$ cat config.mk
export PLATFORM = sky130hd
export DESIGN_NAME = layer_output_backprop_flat
export DESIGN_NICKNAME = d
export VERILOG_FILES = /design/src/rtl/layer_output_backprop_pkg.sv /design/src/rtl/layer_output_backprop_if.sv /design/src/rtl/layer_output_backprop_fx_mul_sat.sv /design/src/rtl/layer_output_backprop.sv /design/src/flat_wrapper.sv
export SDC_FILE = /design/constraint.sdc
export NUM_CORES = 1
export LEC_CHECK = 0
export CAP_MARGIN = 40
export CORE_MARGIN = 5
export CORE_UTILIZATION = 45
export DETAILED_ROUTE_END_ITERATION = 16
export PLACE_DENSITY_LB_ADDON = 0.3
export SETUP_SLACK_MARGIN = 0.02
export SLEW_MARGIN = 10
export SYNTH_ARGS = -nofsm -noshare
export SYNTH_HDL_FRONTEND = slang
export SYNTH_SLANG_ARGS = --single-unit
$ cat constraint.sdc
create_clock -name clk -period 11.1 [get_ports clk]
set_input_delay 1.665 -clock clk [delete_from_list [all_inputs] [get_ports clk]]
set_output_delay 1.665 -clock clk [all_outputs]
set_load 0.02 [all_outputs]
$ cat src/rtl/layer_output_backprop_pkg.sv
// Shared fixed-point definitions for the layer modules: word format, saturation
// limits, the 1.0 constant, a saturating narrow helper and the backprop FSM states.
package layer_output_backprop_pkg;

  localparam int N = 16;
  localparam int F = 8;

  localparam logic [N-1:0] ONE     = N'(1 << F);
  localparam logic [N-1:0] SAT_MAX = {1'b0, {(N-1){1'b1}}};
  localparam logic [N-1:0] SAT_MIN = {1'b1, {(N-1){1'b0}}};

  typedef enum logic [2:0] {
    S_IDLE,
    S_LATCH,
    S_READ,
    S_UPDATE,
    S_DONE
  } state_e;

  // Clamp a wide signed intermediate back into the N-bit word range.
  function automatic logic [N-1:0] sat_n(input logic signed [2*N:0] x);
    logic signed [2*N:0] hi, lo;
    hi = {{(N+2){1'b0}}, {(N-1){1'b1}}};
    lo = {{(N+2){1'b1}}, {(N-1){1'b0}}};
    if (x > hi)      return SAT_MAX;
    else if (x < lo) return SAT_MIN;
    else             return x[N-1:0];
  endfunction

endpackage

$ cat src/rtl/layer_output_backprop_if.sv
// Control, activation and weight-store bus of the output-layer update block.
interface layer_output_backprop_if #(
  parameter int sl    = 2,
  parameter int slhid = 3,
  parameter int AW    = 3
);
  import layer_output_backprop_pkg::*;

  logic                    start;
  logic [sl-1:0][N-1:0]    ly;
  logic [sl-1:0][N-1:0]    lt;
  logic [slhid-1:0][N-1:0] lyhid;
  logic [AW-1:0]           w_addr;
  logic [N-1:0]            w_rd_data;
  logic                    w_wr_en;
  logic [N-1:0]            w_wr_data;
  logic [sl-1:0][N-1:0]    delta;
  logic                    busy;
  logic                    done;

  modport master (
    output start, ly, lt, lyhid, w_rd_data,
    input  w_addr, w_wr_en, w_wr_data, delta, busy, done
  );

  modport slave (
    input  start, ly, lt, lyhid, w_rd_data,
    output w_addr, w_wr_en, w_wr_data, delta, busy, done
  );

endinterface

$ cat src/rtl/layer_output_backprop_fx_mul_sat.sv
// Signed fixed-point multiply: full product shifted right by F (floor), then
// saturated to OW bits. OW = 2*N keeps the whole shifted product.
module fx_mul_sat #(
  parameter int N  = 16,
  parameter int F  = 8,
  parameter int OW = 16
) (
  input  logic signed [N-1:0]  a,
  input  logic signed [N-1:0]  b,
  output logic signed [OW-1:0] y
);

  logic signed [2*N-1:0] prod, shifted;

  assign prod    = $signed({{N{a[N-1]}}, a}) * $signed({{N{b[N-1]}}, b});
  assign shifted = prod >>> F;

  if (OW == 2*N) begin : g_full
    assign y = shifted;
  end else begin : g_sat
    logic ovf;
    assign ovf = shifted[2*N-1:OW-1] != {(2*N-OW+1){shifted[2*N-1]}};
    assign y   = ovf ? {shifted[2*N-1], {(OW-1){~shifted[2*N-1]}}} : shifted[OW-1:0];
  end

endmodule

$ cat src/rtl/layer_output_backprop.sv
// Output-layer weight update: latch one sample's error, then walk the weight
// store (weights then bias per output node) applying w -= (delta*h) >> LR_SHIFT.
module layer_output_backprop
  import layer_output_backprop_pkg::*;
#(
  parameter int sl       = 2,
  parameter int slhid    = 3,
  parameter int LR_SHIFT = 4,
  parameter int AW       = $clog2(sl*(slhid+1))
) (
  input logic                    clk,
  input logic                    rst_n,
  layer_output_backprop_if.slave bus
);

  localparam int JW = (sl > 1) ? $clog2(sl) : 1;
  localparam int IW = ($clog2(slhid+1) > 0) ? $clog2(slhid+1) : 1;

  state_e                  state_q, state_d;
  logic [JW-1:0]           j_q, j_d;
  logic [IW-1:0]           i_q, i_d;
  logic [AW-1:0]           addr_q, addr_d;
  logic [sl-1:0][N-1:0]    delta_q, delta_d, delta_in;
  logic [slhid-1:0][N-1:0] h_q, h_d;

  // Per-node error, saturated from the (N+1)-bit difference.
  for (genvar g = 0; g < sl; g++) begin : g_lane
    logic [N:0] diff;
    assign diff        = {bus.ly[g][N-1], bus.ly[g]} - {bus.lt[g][N-1], bus.lt[g]};
    assign delta_in[g] = sat_n({{N{diff[N]}}, diff});
  end

  // Bias slot sits at index slhid with a constant input of 1.0.
  logic [slhid:0][N-1:0]  h_ext;
  logic signed [2*N-1:0]  grad, step;
  logic signed [2*N:0]    w_ext, w_diff;
  logic [N-1:0]           w_new;

  assign h_ext = {ONE, h_q};

  fx_mul_sat #(.N(N), .F(F), .OW(2*N)) u_mul (
    .a (delta_q[j_q]),
    .b (h_ext[i_q]),
    .y (grad)
  );

  assign step   = grad >>> LR_SHIFT;
  assign w_ext  = {{(N+1){bus.w_rd_data[N-1]}}, bus.w_rd_data};
  assign w_diff = w_ext - {step[2*N-1], step};
  assign w_new  = sat_n(w_diff);

  always_comb begin
    state_d = state_q;
    j_d     = j_q;
    i_d     = i_q;
    addr_d  = addr_q;
    delta_d = delta_q;
    h_d     = h_q;
    case (state_q)
      S_IDLE:  if (bus.start) state_d = S_LATCH;
      S_LATCH: begin
        delta_d = delta_in;
        h_d     = bus.lyhid;
        j_d     = '0;
        i_d     = '0;
        addr_d  = '0;
        state_d = S_READ;
      end
      S_READ:  state_d = S_UPDATE;
      // Visit order is linear in the store, so the address is a plain counter.
      S_UPDATE: begin
        if (i_q != IW'(slhid)) begin
          i_d     = i_q + IW'(1);
          addr_d  = addr_q + AW'(1);
          state_d = S_READ;
        end else if (j_q != JW'(sl-1)) begin
          i_d     = '0;
          j_d     = j_q + JW'(1);
          addr_d  = addr_q + AW'(1);
          state_d = S_READ;
        end else begin
          state_d = S_DONE;
        end
      end
      S_DONE:  state_d = S_IDLE;
      default: state_d = S_IDLE;
    endcase
  end

  always_ff @(posedge clk or negedge rst_n) begin
    if (!rst_n) begin
      state_q <= S_IDLE;
      j_q     <= '0;
      i_q     <= '0;
      addr_q  <= '0;
      delta_q <= '0;
      h_q     <= '0;
    end else begin
      state_q <= state_d;
      j_q     <= j_d;
      i_q     <= i_d;
      addr_q  <= addr_d;
      delta_q <= delta_d;
      h_q     <= h_d;
    end
  end

  // Strobes decode the state register so reset clears them without a clock.
  assign bus.w_addr    = addr_q;
  assign bus.w_wr_en   = (state_q == S_UPDATE);
  assign bus.w_wr_data = (state_q == S_UPDATE) ? w_new : '0;
  assign bus.delta     = delta_q;
  assign bus.busy      = (state_q != S_IDLE);
  assign bus.done      = (state_q == S_DONE);

endmodule

$ cat src/flat_wrapper.sv
// flat-port wrapper written by rule: the top's interface ports become plain ports
module layer_output_backprop_flat import layer_output_backprop_pkg::*;
#(
  parameter int sl       = 2,
  parameter int slhid    = 3,
  parameter int LR_SHIFT = 4,
  parameter int AW       = $clog2(sl*(slhid+1))
)
  (clk, rst_n, bus_start, bus_ly, bus_lt, bus_lyhid, bus_w_rd_data, bus_w_addr, bus_w_wr_en, bus_w_wr_data, bus_delta, bus_busy, bus_done);
  layer_output_backprop_if #(.sl(sl), .slhid(slhid), .AW(AW)) bus_i ();
  input logic clk;
  input logic rst_n;
  input wire logic [$bits(bus_i.start)-1:0] bus_start;
  input wire logic [$bits(bus_i.ly)-1:0] bus_ly;
  input wire logic [$bits(bus_i.lt)-1:0] bus_lt;
  input wire logic [$bits(bus_i.lyhid)-1:0] bus_lyhid;
  input wire logic [$bits(bus_i.w_rd_data)-1:0] bus_w_rd_data;
  output wire logic [$bits(bus_i.w_addr)-1:0] bus_w_addr;
  output wire logic [$bits(bus_i.w_wr_en)-1:0] bus_w_wr_en;
  output wire logic [$bits(bus_i.w_wr_data)-1:0] bus_w_wr_data;
  output wire logic [$bits(bus_i.delta)-1:0] bus_delta;
  output wire logic [$bits(bus_i.busy)-1:0] bus_busy;
  output wire logic [$bits(bus_i.done)-1:0] bus_done;
  assign bus_i.start = bus_start;
  assign bus_i.ly = bus_ly;
  assign bus_i.lt = bus_lt;
  assign bus_i.lyhid = bus_lyhid;
  assign bus_i.w_rd_data = bus_w_rd_data;
  assign bus_w_addr = bus_i.w_addr;
  assign bus_w_wr_en = bus_i.w_wr_en;
  assign bus_w_wr_data = bus_i.w_wr_data;
  assign bus_delta = bus_i.delta;
  assign bus_busy = bus_i.busy;
  assign bus_done = bus_i.done;
  layer_output_backprop #(.sl(sl), .slhid(slhid), .LR_SHIFT(LR_SHIFT), .AW(AW)) u_core (.clk(clk), .rst_n(rst_n), .bus(bus_i));
endmodule
; Yosys cells after proc, flatten, opt, wreduce, memory -nomap -nowiden
; Index checks and enable logic that the tools add are counted.
; W data, S select, Z words.
[totals]
elab_cells = 61
reg_bits = 89
output_inout_bits = 54
[classes]
n_lt_le_gt_ge = 8
n_reduce_logical = 5
muxes = 24
n_eq_ne = 8
addsub = 6
multipliers = 1
[ops]
columns = cell, n
row1 = $mux W16, 10
row2 = $gt A17 B16 Y1 const B, 2
row3 = $lt A17 B16 Y1 const B, 2
row4 = $sub A16 B16 Y17, 2
row5 = $gt A33 B16 Y1 const B, 1
row6 = $lt A33 B16 Y1 const B, 1
row7 = $bmux W16 S2, 1
row8 = $mul A16 B16 Y32, 1
row9 = $sub A16 B20 Y21, 1
row10 = $mux W3, 5
row11 = $pmux W3 S4, 1
row12 = $eq A3 B2 Y1 const B, 2
row13 = $ne A2 B2 Y1 const B, 3
row14 = $pmux W3 S2, 1
row15 = $mux W2, 2
row16 = $pmux W2 S2, 1
row17 = $reduce_and A2 Y1, 2
row18 = $add A3 B1 Y3 const B, 1
row19 = $eq A3 B1 Y1 const B, 1
row20 = $eq A3 B3 Y1 const B, 1
row21 = $logic_not A3 Y1, 1
row22 = $lt A2 B3 Y1 const B, 1
row23 = $ne A3 B3 Y1 const B, 1
row24 = $reduce_bool A3 Y1, 1
row25 = other kinds (6), 7

; Depth between registers and ports, before layout
[depth]
ltp_word = 8
mapped_depth = 39
ltp_nobuf = 36

; Cells and area by module
; A second synthesis with hierarchy kept.
[hier_totals]
hier_cells = 2023
area_unflattened_um2 = 17076.4
[modules_own_cells]
columns = module, seq_area_each_um2, cells_each, area_each_um2, instances
row1 = fx_mul_sat, 0.0, 1082, 9741.8, 1
row2 = layer_output_backprop, 2227.1, 941, 7334.5, 1

; Worst setup path after synthesis
; No wires, ideal clock.
[synth_path]
path_kind = flip-flop to output port
start = register u_core.i_q[1]
end = output port bus_w_wr_data[10]
stages_incl_launch_ff = 38
required_ps = 9435
t_arrival_ps = 9436
setup_slack_ps = -1
path_cell_list = dfrtp_1 -> buf_2 -> buf_1 -> mux2i_1 -> nor2_1 -> a21oi_1 -> clkbuf_1 -> nor2_1 -> fa_1 -> inv_1 -> fa_1 -> fa_1 -> inv_1 -> fa_1 -> fa_1 -> inv_1 -> fa_1 -> inv_1 -> [2 not listed] -> a21o_1 -> a2111oi_0 -> or3_1 -> a31oi_4 -> nor2_1 -> o21ai_0 -> xnor2_1 -> ha_1 -> nand2_1 -> nand2b_1 -> and2_1 -> or4_1 -> and2_1 -> o311ai_1 -> a211oi_1 -> a31o_2 -> buf_6 -> a21oi_1
[synth_via]
elab_chain_len = 8
word_cells_on_any_way = 9
classes_between = add/sub (1) / mul (1) / order compare (2) / mux (5)
[synth_lines]
columns = item, line
row1 = from (decl), layer_output_backprop.sv:21  ; logic [IW-1:0] i_q, i_d;
row2 = from (signal assigned), layer_output_backprop.sv:101  ; i_q <= i_d;
row3 = $bmux W16 S2 *, layer_output_backprop.sv:43  ; .b (h_ext[i_q]),
row4 = $mux W16 (implied by the code) *, layer_output_backprop.sv:43
row5 = $mul A16 B16 Y32 *, layer_output_backprop_fx_mul_sat.sv:15  ; assign prod = $signed({{N{a[N-1]}}, a}) * $signed({{N{b[N-1]}}, b});
row6 = $sub A16 B20 Y21 *, layer_output_backprop.sv:49  ; assign w_diff = w_ext - {step[2*N-1], step};
row7 = $lt A33 B16 Y1, layer_output_backprop_pkg.sv:26  ; else if (x < lo) return SAT_MIN;
row8 = $mux W16, layer_output_backprop_pkg.sv:26
row9 = $mux W16 *, layer_output_backprop_pkg.sv:25  ; if (x > hi) return SAT_MAX;
row10 = $mux W16 *, layer_output_backprop.sv:111  ; assign bus.w_wr_data = (state_q == S_UPDATE) ? w_new : '0;
row11 = to (decl), flat_wrapper.sv:20  ; output wire logic [$bits(bus_i.w_wr_data)-1:0] bus_w_wr_data;
; Mark *: on every way between the ends. The rest lies on a longest branch, timed or not. The select of a mux whose other input is x is not followed.

; Worst setup path in the final report
[layout_path]
start = register u_core.i_q[1]
end = output port bus_w_wr_data[14]
; The elaborated chain is that of the path after synthesis.

==> reports/metrics.cfg <==
[outcome]
status=finished, final reports clean

[place]
dp_slack_ns=-0.214
gp_congestion=1.00
dp.cells=2654
io_buffers=184
hpwl_um=38900

[hold_path]
hold_end=u_core.h_ext[41]
holdPathStages=2
worstHoldStart=u_core.h_ext[41]
hp-class=reg -> reg

[clock_tree]
clockBufferDepth=2
cts_made_buffers=9
cts_tree=yes
cts-root-buf=clkbuf_16
clk_latency_ns=0.35
ctsHoldBuffers=0
cts_max_level=3
clk_pin_slew_ns=0.07
numClockSinks=89

[floorplanning]
num_io_pins=185
initial_core_util=0.456
core-area_um2=35600
fp-row-count=69
dieArea_um2=40000
fp.dieH_um=200
die_width_um=200

[drt]
dr_total_vias=14046
drcViolationCount=0
postRouteAntennaNets=0
drtIter0Drc=867
wl_per_cell_um=17.1
via_per_inst=5.24
first_pass_iters=5
routed_wl_um=45800

[grt]
grt_max_degree=49
grt_pass1_vias=15073
grt.total_usage=0.236
grt_pass1_wl_um=75600
grt_overflow_total=0
antenna_found_initial=0

[sta]
skew_ns=0.0116
period_needed_ns=10.97
relSlewSlack=0.290
final_max_slew_viol_count=0
worstMarginPinSlew_ns=1.04
fin_ws_ns=0.128
rsz0062_at_grt=true
clock.fmax_ghz=0.0911
fin_crit_sh=0.988
hold_violations=0
finalSetupTns_ns=0
finalSetupViolations=0

[layout]
seqCellArea_um2=2230
drive_above_1_share=0.122
nNetsFinal=2745
fill_cells=3235
syn2layout_area_growth_pct=25.4
postLayoutCoreUtil=0.572
n_antenna_cell=0
multi_input_area_um2=12800
instances_no_fill=2682

[setup_path]
r2r_end=u_core.h_ext[36]
endpoint_kind=output pin
cp-start-kind=register
path_class=reg -> out
cp_max_fo=7
slowest_delay_ns=0.57
crit_top_cell=fa_1
r2r_start=u_core.state_q[1]
rr_worst_depth=4
cpMaxStageDelayCell=fa_1
cp.required_ns=9.44
cp_data_arrival_time_ns=9.31
r2r_slack_ns=9.00

[yosys]
postSynthCellCount=1928
yosysTopAreaCellShare=0.326
synth.net_count=2456
postSynth.asyncResetShare=1.00
post_synth_num_cell_types=67
synth_edf_count=0
syn_area_um2=16200
synthTopCellsByArea=fa_1 33%, dfrtp_1 14%, ha_1 10%
dominantRegCellSynth=dfrtp_1
synth_largest_area_cell=fa_1
yosysSeqAreaShare=0.137
synth_area_per_cell_um2=8.42
yosys_warnings=0
ys_seq_elements=89

[job]
drv_cap=0

[layout by cell type (no fill, tap or decap), types with 6 or more instances in the layout]
cell type / synthesis / routed
dfrtp_1: 89 / 88
buf_6: 1 / 11
nor2_1: 187 / 180
o21ai_1: 5 / 8
a21oi_1: 97 / 88
nor3_1: 15 / 15
mux2i_1: 32 / 30
fa_1: 264 / 261
xor2_1: 26 / 25
nand3_1: 14 / 13
o31ai_1: 8 / 8
or2_2: 7 / 6
nand2b_1: 16 / 15
a211oi_1: 8 / 6
inv_1: 365 / 360
xnor2_1: 39 / 38
buf_2: 2 / 9
a21oi_2: 0 / 8
a31oi_1: 13 / 11
o21a_1: 7 / 7
o21ai_0: 72 / 65
and2_1: 12 / 11
nor2b_1: 15 / 13
nand2_1: 324 / 321
clkdlybuf4s50_1: 0 / 167
ha_1: 133 / 125
o21bai_1: 6 / 6
a21o_1: 30 / 29
buf_4: 1 / 133
mux2_2: 13 / 13
clkbuf_16: 0 / 10
nor2_2: 1 / 6
buf_12: 0 / 9
[synthesized netlist by cell type (3+ instances only)]
library cell / n
a2111oi_0: 5
a211oi_1: 8
a21boi_0: 3
a21o_1: 30
a21oi_1: 97
a22oi_1: 3
a2bb2oi_1: 3
a31oi_1: 13
a41o_1: 3
a41oi_1: 3
and2_1: 12
and3_1: 4
buf_1: 3
clkbuf_1: 46
dfrtp_1: 89
fa_1: 264
ha_1: 133
inv_1: 365
maj3_1: 4
mux2_2: 13
mux2i_1: 32
nand2_1: 324
nand2b_1: 16
nand3_1: 14
nand4_1: 5
nor2_1: 187
nor2b_1: 15
nor3_1: 15
o211ai_1: 4
o21a_1: 7
o21ai_0: 72
o21ai_1: 5
o21bai_1: 6
o31ai_1: 8
or2_2: 7
or3_1: 6
or4_1: 3
xnor2_1: 39
xor2_1: 26
[per-layer routing]
layer	GRT usage	part of all wire
met1	0.315	0.43
met2	0.399	0.48
met3	0.0366	0.053
met4	0.0750	0.036
met5	0	0
[cells by family (layout without fill, tap and decap cells)]
| family | count (synthesis) | in the layout | synth area share |
|---|---|---|---|
| xor+xnor | 65 | 65 | 0.0351 |
| mux | 47 | 47 | 0.0301 |
| flops | 89 | 89 | 0.137 |
| buf+inv | 418 | 711 | 0.0975 |
| compound gates | 293 | 293 | 0.113 |
| simple gates | 615 | 615 | 0.157 |
| fa+ha+maj | 401 | 401 | 0.430 |
[sequential cells by signal, summed over array words and instances (netlist names)]
name,count
u_core.bus.delta,32
u_core.i_q,2
u_core.h_ext,48
u_core.j_q,1
u_core.bus.w_addr,3
u_core.state_q,3
[worst max-delay path by stage]
stage,from,end,slack [ns],cells past startpoint
2_1_floorplan,u_core.i_q[1],bus_w_wr_data[10],0.19,37
3_3_place_gp,u_core.i_q[1],bus_w_wr_data[1],-0.002,35
3_5_place_dp,u_core.i_q[1],bus_w_wr_data[11],-0.21,38
4_1_cts,u_core.i_q[1],bus_w_wr_data[11],0.02,38
5_1_grt,u_core.i_q[1],bus_w_wr_data[14],-0.19,38
6_report,u_core.i_q[1],bus_w_wr_data[14],0.13,38
[worst max-delay path, delay by kind of cell (launching register included)]
kind | cells | cell delay [ns]
XOR/XNOR | 1 | 0.16
AND/OR/NAND/NOR | 10 | 2.37
multiplexers | 1 | 0.18
adder cells (fa/ha/maj) | 8 | 3.28
AO/OA/AOI/OAI | 9 | 1.58
flip-flops | 1 | 0.46
buffers and inverters | 9 | 0.95
[final cells by class]
cell class	count	share of cell area
clock buffers	9	0.0111
inverters	365	0.0673
repair buffers	331	0.150
flip-flops and latches	89	0.109
multi-input cells	1421	0.628
clock inverters	6	0.00572
well taps	461	0.0283
[stage by stage]
| step | hold WS, ns | cell area, um2 |
|---|---|---|
| after global routing | 0.489 | 20400 |
| after CTS | 0.480 | 20000 |
| after detailed placement | 0.463 | 19600 |
| final | 0.475 | 20400 |
| after floorplan | 0.438 | 16200 |
| after global placement | 0.461 | 19500 |
[repair_timing]
item                       in CTS  in global routing
setup endpoints to repair      15                 16
resized for setup              65                 98
setup buffers                   0                 12
pin swaps                       3                 25
cloned                          0                  1
Power is left out: the tool's default activity adds up to more than one toggle a clock period on the data nets, which glitch-free logic cannot reach.
